### config.mk
export PLATFORM = sky130hd
export DESIGN_NAME = sprite_overlay
export DESIGN_NICKNAME = d
export VERILOG_FILES = /design/src/rtl/sprite_overlay_pkg.sv /design/src/rtl/sprite_overlay_blink_fsm.sv /design/src/rtl/sprite_overlay.sv
export SDC_FILE = /design/constraint.sdc
export NUM_CORES = 1
export LEC_CHECK = 0
export BUFFER_PORTS_ARGS = -buffer_cell sky130_fd_sc_hd__buf_2
export CAP_MARGIN = 20
export CORE_ASPECT_RATIO = 2
export CORE_MARGIN = 2
export CORE_UTILIZATION = 35
export CTS_CLUSTER_SIZE = 25
export DETAILED_ROUTE_END_ITERATION = 10
export PLACE_DENSITY = 0.67
export SLEW_MARGIN = 20
export SYNTH_ARGS = -nofsm -noshare
export SYNTH_HDL_FRONTEND = slang
export SYNTH_SLANG_ARGS = --single-unit
### constraint.sdc
create_clock -name clk -period 2.45 [get_ports clk]
set_input_delay 0.1225 -clock clk [delete_from_list [all_inputs] [get_ports clk]]
set_output_delay 0.1225 -clock clk [all_outputs]
set_load 0.02 [all_outputs]
### src/rtl/sprite_overlay_pkg.sv
// Shared display constants, colour bundle and blink-state encoding
// for the sprite overlay compositor.
package sprite_overlay_pkg;

  localparam int H_ACTIVE = 640;
  localparam int V_ACTIVE = 480;
  localparam int COORD_W  = 10;
  localparam int COLOR_W  = 8;

  typedef enum logic {
    VISIBLE = 1'b0,
    HIDDEN  = 1'b1
  } blink_state_t;

  typedef struct packed {
    logic [COLOR_W-1:0] r;
    logic [COLOR_W-1:0] g;
    logic [COLOR_W-1:0] b;
  } rgb_t;

endpackage

### src/rtl/sprite_overlay_blink_fsm.sv
// Frame-counted blink phase: toggles VISIBLE/HIDDEN every
// BLINK_FRAMES frame_start pulses while blink_en is high.
module sprite_blink_fsm
  import sprite_overlay_pkg::*;
#(
  parameter int BLINK_FRAMES = 30
) (
  input  logic clk,
  input  logic rst_n,
  input  logic frame_start,
  input  logic blink_en,
  output logic visible_phase
);

  localparam int FW = $clog2(BLINK_FRAMES) + 1;
  localparam logic [FW-1:0] LAST = FW'(BLINK_FRAMES - 1);

  blink_state_t state_q, state_d;
  logic [FW-1:0] fcnt_q, fcnt_d;

  always_ff @(posedge clk or negedge rst_n) begin
    if (!rst_n) begin
      state_q <= VISIBLE;
      fcnt_q  <= '0;
    end else begin
      state_q <= state_d;
      fcnt_q  <= fcnt_d;
    end
  end

  always_comb begin
    state_d = state_q;
    fcnt_d  = fcnt_q;
    if (!blink_en) begin
      state_d = VISIBLE;
      fcnt_d  = '0;
    end else if (frame_start) begin
      if (fcnt_q == LAST) begin
        fcnt_d  = '0;
        state_d = (state_q == VISIBLE) ? HIDDEN : VISIBLE;
      end else begin
        fcnt_d = fcnt_q + 1'b1;
      end
    end
  end

  assign visible_phase = (state_q == VISIBLE);

endmodule

### src/rtl/sprite_overlay.sv
// Two-stage sprite compositor: hit test and image lookup in stage 1,
// alpha merge over background in stage 2.
module sprite_overlay
  import sprite_overlay_pkg::*;
#(
  parameter int SPR_W        = 256,
  parameter int SPR_H        = 32,
  parameter int BLINK_FRAMES = 30
) (
  input  logic               clk,
  input  logic               rst_n,
  input  logic               frame_start,
  input  logic [COORD_W-1:0] pix_x,
  input  logic [COORD_W-1:0] pix_y,
  input  logic               de_in,
  input  logic               hs_in,
  input  logic               vs_in,
  input  logic [COLOR_W-1:0] bg_r,
  input  logic [COLOR_W-1:0] bg_g,
  input  logic [COLOR_W-1:0] bg_b,
  input  logic [COORD_W-1:0] pos_x,
  input  logic [COORD_W-1:0] pos_y,
  input  logic               show,
  input  logic               blink_en,
  output logic [COORD_W-1:0] img_x,
  output logic [COORD_W-1:0] img_y,
  input  logic [COLOR_W-1:0] img_r,
  input  logic [COLOR_W-1:0] img_g,
  input  logic [COLOR_W-1:0] img_b,
  input  logic               img_a,
  output logic [COLOR_W-1:0] out_r,
  output logic [COLOR_W-1:0] out_g,
  output logic [COLOR_W-1:0] out_b,
  output logic               de_out,
  output logic               hs_out,
  output logic               vs_out
);

  logic [COORD_W-1:0] lx, ly;
  logic               show_l;
  logic               visible_phase;

  sprite_blink_fsm #(
    .BLINK_FRAMES(BLINK_FRAMES)
  ) u_blink (
    .clk          (clk),
    .rst_n        (rst_n),
    .frame_start  (frame_start),
    .blink_en     (blink_en),
    .visible_phase(visible_phase)
  );

  always_ff @(posedge clk or negedge rst_n) begin
    if (!rst_n) begin
      lx     <= '0;
      ly     <= '0;
      show_l <= 1'b0;
    end else if (frame_start) begin
      lx     <= pos_x;
      ly     <= pos_y;
      show_l <= show;
    end
  end

  // One extra bit keeps pix - l from wrapping back into range.
  logic [COORD_W:0] dx, dy;
  logic             on_screen, hit;

  assign dx = {1'b0, pix_x} - {1'b0, lx};
  assign dy = {1'b0, pix_y} - {1'b0, ly};

  assign on_screen = (pix_x < COORD_W'(H_ACTIVE))
                   & (pix_y < COORD_W'(V_ACTIVE));

  assign hit = de_in & on_screen
             & (pix_x >= lx) & (dx < (COORD_W+1)'(SPR_W))
             & (pix_y >= ly) & (dy < (COORD_W+1)'(SPR_H));

  logic hit1, vis1, de1, hs1, vs1;
  rgb_t bg1;

  always_ff @(posedge clk or negedge rst_n) begin
    if (!rst_n) begin
      img_x <= '0;
      img_y <= '0;
      hit1  <= 1'b0;
      vis1  <= 1'b0;
      bg1   <= '0;
      de1   <= 1'b0;
      hs1   <= 1'b0;
      vs1   <= 1'b0;
    end else begin
      img_x <= hit ? dx[COORD_W-1:0] : '0;
      img_y <= hit ? dy[COORD_W-1:0] : '0;
      hit1  <= hit;
      vis1  <= show_l & visible_phase;
      bg1   <= '{r: bg_r, g: bg_g, b: bg_b};
      de1   <= de_in;
      hs1   <= hs_in;
      vs1   <= vs_in;
    end
  end

  rgb_t pix_d;

  always_comb begin
    pix_d = bg1;
    unique case (1'b1)
      !de1:                  pix_d = '0;
      hit1 & vis1 & img_a:   pix_d = '{r: img_r, g: img_g, b: img_b};
      default:               pix_d = bg1;
    endcase
  end

  always_ff @(posedge clk or negedge rst_n) begin
    if (!rst_n) begin
      out_r  <= '0;
      out_g  <= '0;
      out_b  <= '0;
      de_out <= 1'b0;
      hs_out <= 1'b0;
      vs_out <= 1'b0;
    end else begin
      out_r  <= pix_d.r;
      out_g  <= pix_d.g;
      out_b  <= pix_d.b;
      de_out <= de1;
      hs_out <= hs1;
      vs_out <= vs1;
    end
  end

endmodule

* After elaboration in Yosys (flattened, before gate mapping)
Index checks and enable logic that the tools add are counted.
Operators by class: add/subtract/negate cells 3, order comparisons 6, equal/unequal tests 3, muxes and demuxes 10, bitwise logic cells 10, reduce and logical (&&, ||, !) cells 2
Operator list (number):
- one-hot mux 24 bit (2 select lines) | 1
- subtractor 10 x 10 -> 11 bit | 2
- >= comparator 10 bit | 2
- 2-to-1 mux 10 bit | 2
- 2-to-1 mux 6 bit | 3
- less-than comparator 11 x 6 -> 1 bit, second input constant | 1
- less-than comparator 11 x 9 -> 1 bit, second input constant | 1
- less-than comparator 10 bit, second input constant | 1
- less-than comparator 10 x 9 -> 1 bit, second input constant | 1
- bitwise AND 1 bit | 9
- adder 6 x 1 -> 6 bit, second input constant | 1
- == test 6 x 5 -> 1 bit, second input constant | 1
- 2-to-1 mux 1 bit | 4
- inequality test 2 x 1 -> 1 bit, second input constant | 1
- inequality test 2 bit, second input constant | 1
- AND reduction 2 bit | 1
- zero test 1 bit | 1
- NOT 1 bit | 1
Word-level totals: flip-flop bits (word level) 104, input port bits 97, output and inout bits 47, logic and storage cells 55

* Logic depth before layout (Yosys ltp)
word-level depth 8, mapped depth 12, depth with buffers taken out 10

* Hierarchy
Synthesis repeated with hierarchy kept, for this count alone.
Unflattened totals: cells, all modules 434, area, all modules 4618.2 sq um
By module, submodules not included:
- sprite_overlay | times used 1, cells an instance 392, area an instance 4200.3 sq um, sequential area each 2427.3 sq um
- sprite_blink_fsm | times used 1, cells an instance 42, area an instance 417.9 sq um, sequential area each 175.2 sq um

* Least setup slack after synthesis
Ideal clock, no wire load.
path kind reg-to-reg, start register ly[0], end register img_x[4], library setup time 96 ps, arrival 2218 ps, data required time 2354 ps, setup slack 137 ps, stages on the path, launching flop included 12, buffers on the path 2, clock period less this slack 2313 ps, path through dfrtp_1 ha_1 inv_1 fa_1 a211oi_2 nor2_2 nand2_1 o211ai_1 or3_1 buf_2 buf_6 nor4_2
Between the ends: word-level cells in the longest chain between the ends 4, elaborated cells on any way between the ends 6, classes of those cells add/sub (1); order compare (2); mux (1); bitwise (2)
Ends and longest elaborated chain:
- start, declared | line sprite_overlay.sv:39 | logic [COORD_W-1:0] lx, ly;
- start signal, assigned | line sprite_overlay.sv:60 | ly <= pos_y;
- subtractor 10 x 10 -> 11 bit or >= comparator 10 bit (tied branches) | line sprite_overlay.sv:70, sprite_overlay.sv:77
- less-than comparator 11 x 6 -> 1 bit or bitwise AND 1 bit (tied branches) | line sprite_overlay.sv:77 | & (pix_y >= ly) & (dy < (COORD_W+1)'(SPR_H));
- bitwise AND 1 bit (*) | line sprite_overlay.sv:77
- 2-to-1 mux 10 bit (*) | line sprite_overlay.sv:93 | img_x <= hit ? dx[COORD_W-1:0] : '0;
- end signal, assigned | line sprite_overlay.sv:93
- end, declared | line sprite_overlay.sv:25 | output logic [COORD_W-1:0] img_x,
Mark *: on every way between the ends. The rest lies on a longest branch, timed or not. A chain may end at the register's enable or synchronous reset.

* Worst setup path in the final report
Ends and elaborated chain as after synthesis.

==> summary.txt <==
Place
  – Gpl congestion: roughly 0.84
  – IO Port Bufs: roughly 140
  – DP Worst Slack: -26.1 ps
  – Dpl hpwl: 8.56 mm
  – Placed Area: around 5500 um2

STA
  – Hold Fails Final Rpt: 1
  – Setup tns final: 0 ps
  – Final slew viol count: 0
  – Min setup slack post-route: 101 ps
  – Least-Margin Pin Slew: between 800 and 900 ps
  – Final min period: 2350 ps
  – Clock Skew: 8.26 ps
  – # setup viols final: 0
  – Unrepaired setup endpoints after global routing: true
  – WHS: -7.62 ps
  – Max-slew headroom: 43.9%
  – Final worst-path cycle share: 95.9%
  – Max Freq: 426 MHz

Clock tree
  – Clock Tree Root: clkbuf_16
  – CTS tree: built
  – Total CTS buffers: 9
  – Htree depth: 3
  – Clock Pin Slew Worst Setup and Hold Paths: roughly 70 ps
  – Clock buffer depth: 2
  – Clk Latency, worst-skew pair: 340 ps
  – CTS Sinks: between 100 and 150

Worst setup path
  – Data arrival, critical path: 2580 ps
  – CP max stage cell: fa_2
  – Reg2Reg Setup Slack: 100 ps
  – Kind of critical path: flip-flop to flip-flop
  – Worst path cell trace: ha_2, inv_2, fa_2, a211oi_2, nor2_2, a21oi_2, xnor2_1, or3_4, buf_8, nor4_2
  – Critical Path Fanout Max: 7
  – CP endpoint kind: flip-flop
  – CP startpoint kind: flip-flop
  – Worst path max stage delay: 360 ps
  – WP data required: 2680 ps

Final layout
  – Share of layout cells above drive strength 1: a little under a third
  – Area taken by multi-input logic gates: between 1500 and 2000 um2
  – Post-route cell area: 6550 um2
  – FF+latch area: between 2000 and 3000 um2
  – Diodes inserted: 0
  – Area grow syn2layout: 41.6%
  – Final Core Density: between 50% and 60%
  – Nets: 770
  – # fillers: 1178

Routing
  – Initial DRC count: 83
  – Post-route DRC: 0
  – 1st-pass router iterations: 4
  – Final Routed Wirelength: ~12 mm
  – DR WL/cell: approximately 14 um
  – Vias per cell: 4.81
  – Routed vias: slightly below 4000
  – Post-DRT Antenna Nets: 0

Global routing
  – Global route overflow: 0
  – Vias in the first global route: about 4200
  – Initial antenna violation count: 0
  – Total GRT Usage: roughly 17%
  – Pin count of the biggest net entering global routing: 53
  – First-pass GRT wire length: 19.1 mm

Synthesis
  – Synthesized area: 4630 um2
  – Synth unique cells: 55
  – Most common cell in the netlist: dfrtp_1
  – Most instantiated cells after synthesis: dfrtp_1 (104), nand2_1 (82), o21ai_0 (57), inv_1 (25), ha_1 (22)
  – Synth Area per Inst: 10.7 um2
  – Yosys Warn Count: 0
  – Top cells by area, synth: dfrtp_1 (56%), nand2_1 (6.7%), o21ai_0 (6.2%)
  – Post-synth EDFFs: 0
  – Top-area cell type share of the netlist area: a little under three fifths
  – Synthesized instance count: 433
  – Flops & latches, synth: 104
  – Synth Flop Type: dfrtp_1
  – Post-synth top area cell: dfrtp_1
  – Sequential area share after synthesis: 56.2%
  – Asr flop ratio synth: 100%

Run status
  – Violated checks: hold timing
  – Status: complete, but fails checks

Die
  – DIE AREA: 14200 um2
  – Ports: between 100 and 150
  – Die H: 167 um
  – Die Wd: 85.3 um
  – Cell row count: 59
  – Initial Utilization: 35.6%
  – Core footprint: 13000 um2

Power and ir drop
  – Pwr dens: 612 nW/um2
  – Max VDD drop: 0.000533 V
  – Leakage Power: 3.20 nW
  – Pwr Total: 4.01 mW

Flow run
  – Max-Cap Viols: 0

Min path
  – Hold WC Path Type: input port to flip-flop
[sequential cells by signal, indices dropped and copies added (netlist names), 6 cells and up]
name,flops
bg1,24
img_y,10
u_blink.fcnt_q,6
lx,10
ly,10
img_x,10
out_g,8
out_b,8
out_r,8
[layout make-up]
cell class                 count  share of cell area (%)
inverter                      25                    1.43
clock inverter                 6                   0.783
sequential                   104                    39.7
tap                          152                    2.90
clock buffer                  10                    3.65
timing repair buffer         215                    22.2
multi-input combinational    294                    29.3
[routing by layer]
| metal | vias up | routed length (um) | track usage, % |
|---|---|---|---|
| met3 | 15 | 431 | 2.33 |
| met5 | - | 0 | 0 |
| met2 | 115 | 6910 | 33.8 |
| li1 | 1900 | - | - |
| met1 | 1848 | 4070 | 16.5 |
| met4 | 0 | 218 | 6.49 |
[layout by cell type (no fill, tap or decap), types with 3 or more instances in the layout]
| cell | n |
|---|---|
| buf_2 | 142 |
| clkinv_4 | 3 |
| clkbuf_16 | 10 |
| xnor2_1 | 8 |
| a21o_1 | 5 |
| and3_1 | 4 |
| nand2_1 | 82 |
| mux2i_1 | 3 |
| nor3_1 | 3 |
| o21a_1 | 6 |
| inv_1 | 24 |
| o21ai_0 | 56 |
| nand3_1 | 8 |
| xor2_1 | 3 |
| nor2b_1 | 7 |
| dfrtp_1 | 104 |
| nor4_2 | 7 |
| ha_1 | 21 |
| mux2_2 | 3 |
| conb_1 | 7 |
| dlygate4sd3_1 | 63 |
| a21oi_1 | 12 |
| or2_2 | 3 |
| buf_4 | 7 |
| nand3b_1 | 3 |
| nor2_1 | 9 |
[cell families (layout without fill, tap and decap cells)]
| logic type | after synthesis | after routing | synth area share [%] |
|---|---|---|---|
| AOI/OAI and AO/OA | 102 | 102 | 13.5 |
| xor gates and xnor gates | 11 | 11 | 2.08 |
| adders and majority gates | 24 | 24 | 6.81 |
| buffers and inverters | 41 | 256 | 3.95 |
| DFF | 104 | 104 | 56.2 |
| muxes | 6 | 6 | 1.38 |
| other | 1 | 7 | 0.0810 |
| and+or+nand+nor | 144 | 144 | 15.9 |
[through the flow]
stage	instances	hold WS, ps
3_5_place_dp	725	51.4
4_1_cts	804	0.307
5_1_grt	806	4.13
2_1_floorplan	439	-173
3_3_place_gp	725	42.7
6_report	806	-7.62
[repair_timing]
action,4_1_cts,5_1_grt
endpoints found under the hold margin,86,0
pin swaps,0,1
cloned,0,1
endpoints found under the setup margin,3,14
gates resized for setup,3,11
hold buffers,63,0
setup buffers,0,1
[power breakdown]
part	switching (mW)	internal [mW]	leakage, nW
Sequential	0.0307	1.80	1.30
Clock	0.646	0.730	0.140
Combinational	0.435	0.365	1.76
Total	1.11	2.90	3.20
[critical path, delay by kind of cell (launching register included)]
kind	cells	cell delay [ps]
XOR/XNOR	1	70
AO/OA/AOI/OAI	2	350
buffers and inverters	2	200
flip-flops	1	350
AND/OR/NAND/NOR	3	730
adder cells (fa/ha/maj)	2	540
[final timing paths]
path | to | startpoint | cells after the start
worst max register to register | img_x[4] | ly[0] | 10
worst min-delay path | out_r[1] | img_r[1] | 3
max in group asynchronous | ly[3] | rst_n | 3
min in group asynchronous | img_y[8] | rst_n | 2
worst min register to register | vs_out | vs1 | 0
worst max-delay path | img_x[4] | ly[0] | 10
No activity file was read; power rests on OpenSTA's default activity.
